### src/rtl/spike_rate_encoder.sv
// spike_rate_encoder: loads a frame of per-channel intensities, then emits
// WINDOW timesteps of sigma-delta rate-coded spikes (carry-out of an
// accumulator that adds the channel intensity every step).
module spike_rate_encoder #(
  parameter int unsigned NUM_CHANNELS = 10,
  parameter int unsigned WIDTH_P      = 8,
  parameter int unsigned WINDOW       = 16,
  localparam int unsigned STEP_W      = (WINDOW > 1) ? $clog2(WINDOW) : 1
) (
  input  logic                    clk_i,
  input  logic                    rst_ni,
  input  logic                    valid_i,
  output logic                    ready_o,
  input  logic [WIDTH_P-1:0]      data_i,
  output logic [NUM_CHANNELS-1:0] spike_o,
  output logic                    spike_valid_o,
  output logic [STEP_W-1:0]       step_o,
  output logic                    done_o
);

  localparam int unsigned PTR_W = (NUM_CHANNELS > 1) ? $clog2(NUM_CHANNELS) : 1;

  typedef enum logic {
    LOAD = 1'b0,
    RUN  = 1'b1
  } state_e;

  state_e                   state_q, state_d;
  logic [PTR_W-1:0]         wr_ptr_q, wr_ptr_d;
  logic [STEP_W-1:0]        cnt_q, cnt_d;
  logic [WIDTH_P-1:0]       int_q [NUM_CHANNELS];
  logic [WIDTH_P-1:0]       int_d [NUM_CHANNELS];
  logic [WIDTH_P-1:0]       acc_q [NUM_CHANNELS];
  logic [WIDTH_P-1:0]       acc_d [NUM_CHANNELS];
  logic [WIDTH_P:0]         sum_c [NUM_CHANNELS];
  logic [NUM_CHANNELS-1:0]  spike_q, spike_d;
  logic                     spike_valid_q, spike_valid_d;
  logic [STEP_W-1:0]        step_q, step_d;
  logic                     done_q, done_d;

  assign ready_o       = (state_q == LOAD);
  assign spike_o       = spike_q;
  assign spike_valid_o = spike_valid_q;
  assign step_o        = step_q;
  assign done_o        = done_q;

  // Per-channel accumulator sum; the top bit is the spike for this step.
  always_comb begin
    for (int n = 0; n < NUM_CHANNELS; n++) begin
      sum_c[n] = {1'b0, acc_q[n]} + {1'b0, int_q[n]};
    end
  end

  // Next-state logic: beat capture in LOAD, accumulate and emit in RUN.
  always_comb begin
    state_d       = state_q;
    wr_ptr_d      = wr_ptr_q;
    cnt_d         = cnt_q;
    int_d         = int_q;
    acc_d         = acc_q;
    spike_d       = '0;
    spike_valid_d = 1'b0;
    step_d        = '0;
    done_d        = 1'b0;

    case (state_q)
      LOAD: begin
        if (valid_i) begin
          int_d[wr_ptr_q] = data_i;
          if (wr_ptr_q == PTR_W'(NUM_CHANNELS - 1)) begin
            wr_ptr_d = '0;
            cnt_d    = '0;
            for (int n = 0; n < NUM_CHANNELS; n++) begin
              acc_d[n] = '0;
            end
            state_d  = RUN;
          end else begin
            wr_ptr_d = wr_ptr_q + PTR_W'(1);
          end
        end
      end
      RUN: begin
        for (int n = 0; n < NUM_CHANNELS; n++) begin
          spike_d[n] = sum_c[n][WIDTH_P];
          acc_d[n]   = sum_c[n][WIDTH_P-1:0];
        end
        spike_valid_d = 1'b1;
        step_d        = cnt_q;
        done_d        = (cnt_q == STEP_W'(WINDOW - 1));
        if (done_d) begin
          cnt_d   = '0;
          state_d = LOAD;
        end else begin
          cnt_d   = cnt_q + STEP_W'(1);
        end
      end
      default: state_d = LOAD;
    endcase
  end

  // State and datapath registers with synchronous active-low reset.
  always_ff @(posedge clk_i) begin
    if (!rst_ni) begin
      state_q       <= LOAD;
      wr_ptr_q      <= '0;
      cnt_q         <= '0;
      spike_q       <= '0;
      spike_valid_q <= 1'b0;
      step_q        <= '0;
      done_q        <= 1'b0;
      for (int n = 0; n < NUM_CHANNELS; n++) begin
        int_q[n] <= '0;
        acc_q[n] <= '0;
      end
    end else begin
      state_q       <= state_d;
      wr_ptr_q      <= wr_ptr_d;
      cnt_q         <= cnt_d;
      spike_q       <= spike_d;
      spike_valid_q <= spike_valid_d;
      step_q        <= step_d;
      done_q        <= done_d;
      for (int n = 0; n < NUM_CHANNELS; n++) begin
        int_q[n] <= int_d[n];
        acc_q[n] <= acc_d[n];
      end
    end
  end

endmodule
### config.mk
export PLATFORM = sky130hd
export DESIGN_NAME = spike_rate_encoder
export DESIGN_NICKNAME = d
export VERILOG_FILES = /design/src/rtl/spike_rate_encoder.sv
export SDC_FILE = /design/constraint.sdc
export NUM_CORES = 1
export LEC_CHECK = 0
export BUFFER_PORTS_ARGS = -buffer_cell sky130_fd_sc_hd__buf_2
export CAP_MARGIN = 20
export CORE_MARGIN = 1.5
export CORE_UTILIZATION = 35
export CTS_BUF_LIST = sky130_fd_sc_hd__clkbuf_16
export DETAILED_ROUTE_END_ITERATION = 16
export SYNTH_ARGS = -nofsm -noshare
export SYNTH_HDL_FRONTEND = slang
export SYNTH_SLANG_ARGS = --single-unit
### constraint.sdc
create_clock -name clk_i -period 2.5 [get_ports clk_i]
set_input_delay 0.125 -clock clk_i [delete_from_list [all_inputs] [get_ports clk_i]]
set_output_delay 0.125 -clock clk_i [all_outputs]
set_load 0.02 [all_outputs]
==> results.md <==
* Core Area at 26,800 µm²
* Root Driver: clkbuf_16
* Crit-path cells: ha_1 > fa_1 > a21oi_1 > o21ai_1 > or4b_1 > o221ai_1 > a22o_1
* Min-Delay Endpoint: int_q[74]
* Ys Warns at 0
* Post-Syn Instances at 1,049
* Clock sink count at 185
* Final Hold Fails at 0
* Power Density at 557 nW/µm²
* Post-synth cell types at 48
* Cell Area, Placed at 9940 µm²
* Arrival time worst endpoint at 2450 ps
* Crit path buffers/inverters at 0
* Leak pwr at 4.29 nW
* Highest fanout seen on the critical path at 4
* Routed WL per cell at 15.1 µm
* Via Count at 7,260
* Max-slew violations at 0
* Placer congestion estimate at 0.804
* Total Neg Setup Slack at 0 ps
* Min-Delay Path Depth at 3
* Post-synth EDFFs at 0
* Crit path time final at 2070 ps
* First DRT Iteration DRCs at 399
* Number of global-route vias before repair at 6,936
* I/O Buffers at 27
* Worst vdd ir at 430 µV
* Largest net degree at the start of global routing at 76
* Fin nets at 1,158
* Critical path's largest stage delay at 480 ps
* Maximum clock rate at 484 MHz
* Avg Cell Area, Syn at 9.06 µm²
* Post-Place Setup Slack at 459 ps
* TritonCTS clock tree: done
* Final wirelength at 21,300 µm
* CP Class: register to register
* CTS Buffer Depth at 2
* Worst-path clk slew at 70 ps
* Drt first pass iters at 5
* First-pass GRT wire length at 35,300 µm
* Post-Syn Area at 9510 µm²
* Hold Crit Class: primary input to register
* Worst slew pin tran at 627 ps
* Register area share after synthesis at 39.0%
* Status: finished clean
* CP delay by family, top: adder cells
* Worst hold margin at 128 ps
* Starting density of the core at 35.5%
* Ant. Diodes at 0
* TritonCTS buffer count at 17
* Final Cell Area at 10,500 µm²
* Final setup violating endpoints at 0
* Slowest CP cell: or4b_1
* GRT Total Usage at 15.8%
* Synthesized net count at 1,151
* Initial antenna violation count at 0
* Setup slack after layout at 432 ps
* Hold Buf Count CTS at 0
* Grt ovf at 0
* Post-DP HPWL at 14,000 µm
* DRT antenna net count at 0
* Reg2reg setup slack at 430 ps
* Max-Slew Margin vs Limit at 58.2%
* Fin crit share at 82.7%
* # IOs at 28
* CTS resizes at 0
* Worst r2r src: int_q[16]
* CTS H-tree depth at 4
* Core Rows at 60
* Remaining DRCs at 0
* Via/cell ratio at 5.15
* Postcts setup bufs at 0
* Synth async-reset ratio at 0%
* Critical Path RT at 2880 ps
* Max-cap violations at 0
* Hold_sp: data_i[2]
* Area Growth Syn to Fin at 10.4%
* Worst skew pair latency at 430 ps
* Die X at 168 µm
* Setup Skew at 10.6 ps
* RSZ-0062 raised after global routing: no
* R2r worst-path depth at 7
* Reg2reg end: acc_q[22]
* Die height at 168 µm
* Setup crit end kind: register
* Share of cells above drive strength 1 at 7.30%
* Critical path startpoint category: register
* #FFs+latches synth at 185
* Die area at 28,200 µm²
* Ys flop type: dfxtp_1
==> stage by stage <==
stage          power [mW]  utilization (%)  instances
2_1_floorplan        3.24                -       1049
3_3_place_gp         3.32             37.1       1378
4_1_cts              5.92             39.2       1409
5_1_grt              6.06             39.2       1409
3_5_place_dp         3.33             37.1       1378
6_report             5.85             39.2       1409
==> worst min-delay path, delay by kind of cell <==
kind            cells  cell delay [ps]
simple gates        1              110
buf+inv             1              210
compound gates      1               60
==> cell usage after synthesis, types with 6 or more instances <==
| library cell | n | share of area [%] |
|---|---|---|
| clkbuf_1 | 28 | 1.1 |
| buf_4 | 9 | 0.71 |
| o21a_1 | 9 | 0.71 |
| a21o_1 | 10 | 0.79 |
| a22o_1 | 22 | 2.0 |
| a32o_1 | 9 | 0.95 |
| a22oi_1 | 8 | 0.63 |
| mux2i_1 | 40 | 4.2 |
| nand3_1 | 42 | 2.2 |
| nand2b_1 | 27 | 1.8 |
| or3_1 | 9 | 0.59 |
| xor2_1 | 22 | 2.0 |
| and2_1 | 7 | 0.46 |
| nor2_1 | 52 | 2.1 |
| a32oi_1 | 9 | 0.83 |
| a21boi_0 | 6 | 0.47 |
| nor2b_1 | 64 | 4.2 |
| nand2_1 | 97 | 3.8 |
| buf_2 | 12 | 0.63 |
| o21ai_0 | 83 | 4.4 |
| a31oi_1 | 11 | 0.72 |
| xnor2_1 | 8 | 0.74 |
| a21boi_1 | 35 | 2.8 |
| ha_1 | 81 | 11 |
| a21oi_1 | 49 | 2.6 |
| inv_1 | 28 | 1.1 |
| a211oi_1 | 14 | 1.1 |
| o21ai_1 | 6 | 0.32 |
| nor3_1 | 22 | 1.2 |
| dfxtp_1 | 185 | 39 |
| fa_1 | 10 | 2.1 |
| o21bai_1 | 10 | 0.79 |
==> cell families after synthesis <==
kind of cell             Yosys count  share of synthesized area [%]
AND/OR/NAND/NOR                  335                           17.8
multiplexers                      40                           4.21
AO/OA/AOI/OAI                    286                           19.5
flip-flops                       185                           39.0
buffers and inverters             82                           3.99
XOR/XNOR                          30                           2.76
adder cells (fa/ha/maj)           91                           12.8
==> flip-flops by register name (all words and copies together), names as in the netlist <==
signal	count
wr_ptr_q	4
int_q	80
acc_q	80
state_q	1
spike_valid_o	1
step_o	4
cnt_q	4
done_o	1
spike_o	10
==> layout make-up <==
type,instances,area (µm²)
fillers,2680,16300
multi-input cells,782,5430
flip-flops and latches,185,3700
well taps,341,427
clock buffers,17,425
repair buffers,41,265
clock inverters,14,134
inverters,29,109
==> power by group <==
part / internal, mW / switching (mW) / total [mW]
registers: 2.97 / 0.0219 / 2.99
clock network: 1.45 / 1.14 / 2.60
logic: 0.0898 / 0.174 / 0.264
==> layer usage <==
layer  GRT usage [%]  vias to the layer above  part of all wire (%)
li1                -                     3737                     -
met1            20.3                     3410                    48
met2            26.9                       87                    47
met3            2.94                       26                   3.2
met4            4.82                        0                   1.6
met5               0                        -                     0
==> cell usage in the layout (no fill, tap or decap), types with 12 or more instances in the layout <==
| cell type | n |
|---|---|
| a21oi_1 | 49 |
| nor2b_1 | 64 |
| buf_2 | 27 |
| xor2_1 | 22 |
| mux2i_1 | 40 |
| ha_1 | 81 |
| a211oi_1 | 14 |
| buf_4 | 12 |
| a22o_1 | 22 |
| nor2_1 | 52 |
| nand3_1 | 42 |
| a21boi_1 | 35 |
| o21ai_0 | 83 |
| nand2b_1 | 27 |
| clkbuf_16 | 17 |
| nand2_1 | 97 |
| dfxtp_1 | 185 |
| nor3_1 | 22 |
| inv_1 | 29 |
==> worst max-delay path by stage <==
stage                    from         to  depth (start not counted)
floorplan           int_q[16]  acc_q[22]                          7
global placement    int_q[16]  acc_q[22]                          7
detailed placement  int_q[16]  acc_q[22]                          7
CTS                 int_q[16]  acc_q[22]                          7
global route         acc_q[0]   acc_q[6]                          8
finish              int_q[16]  acc_q[22]                          7
Power figures use the tool's default switching activity.
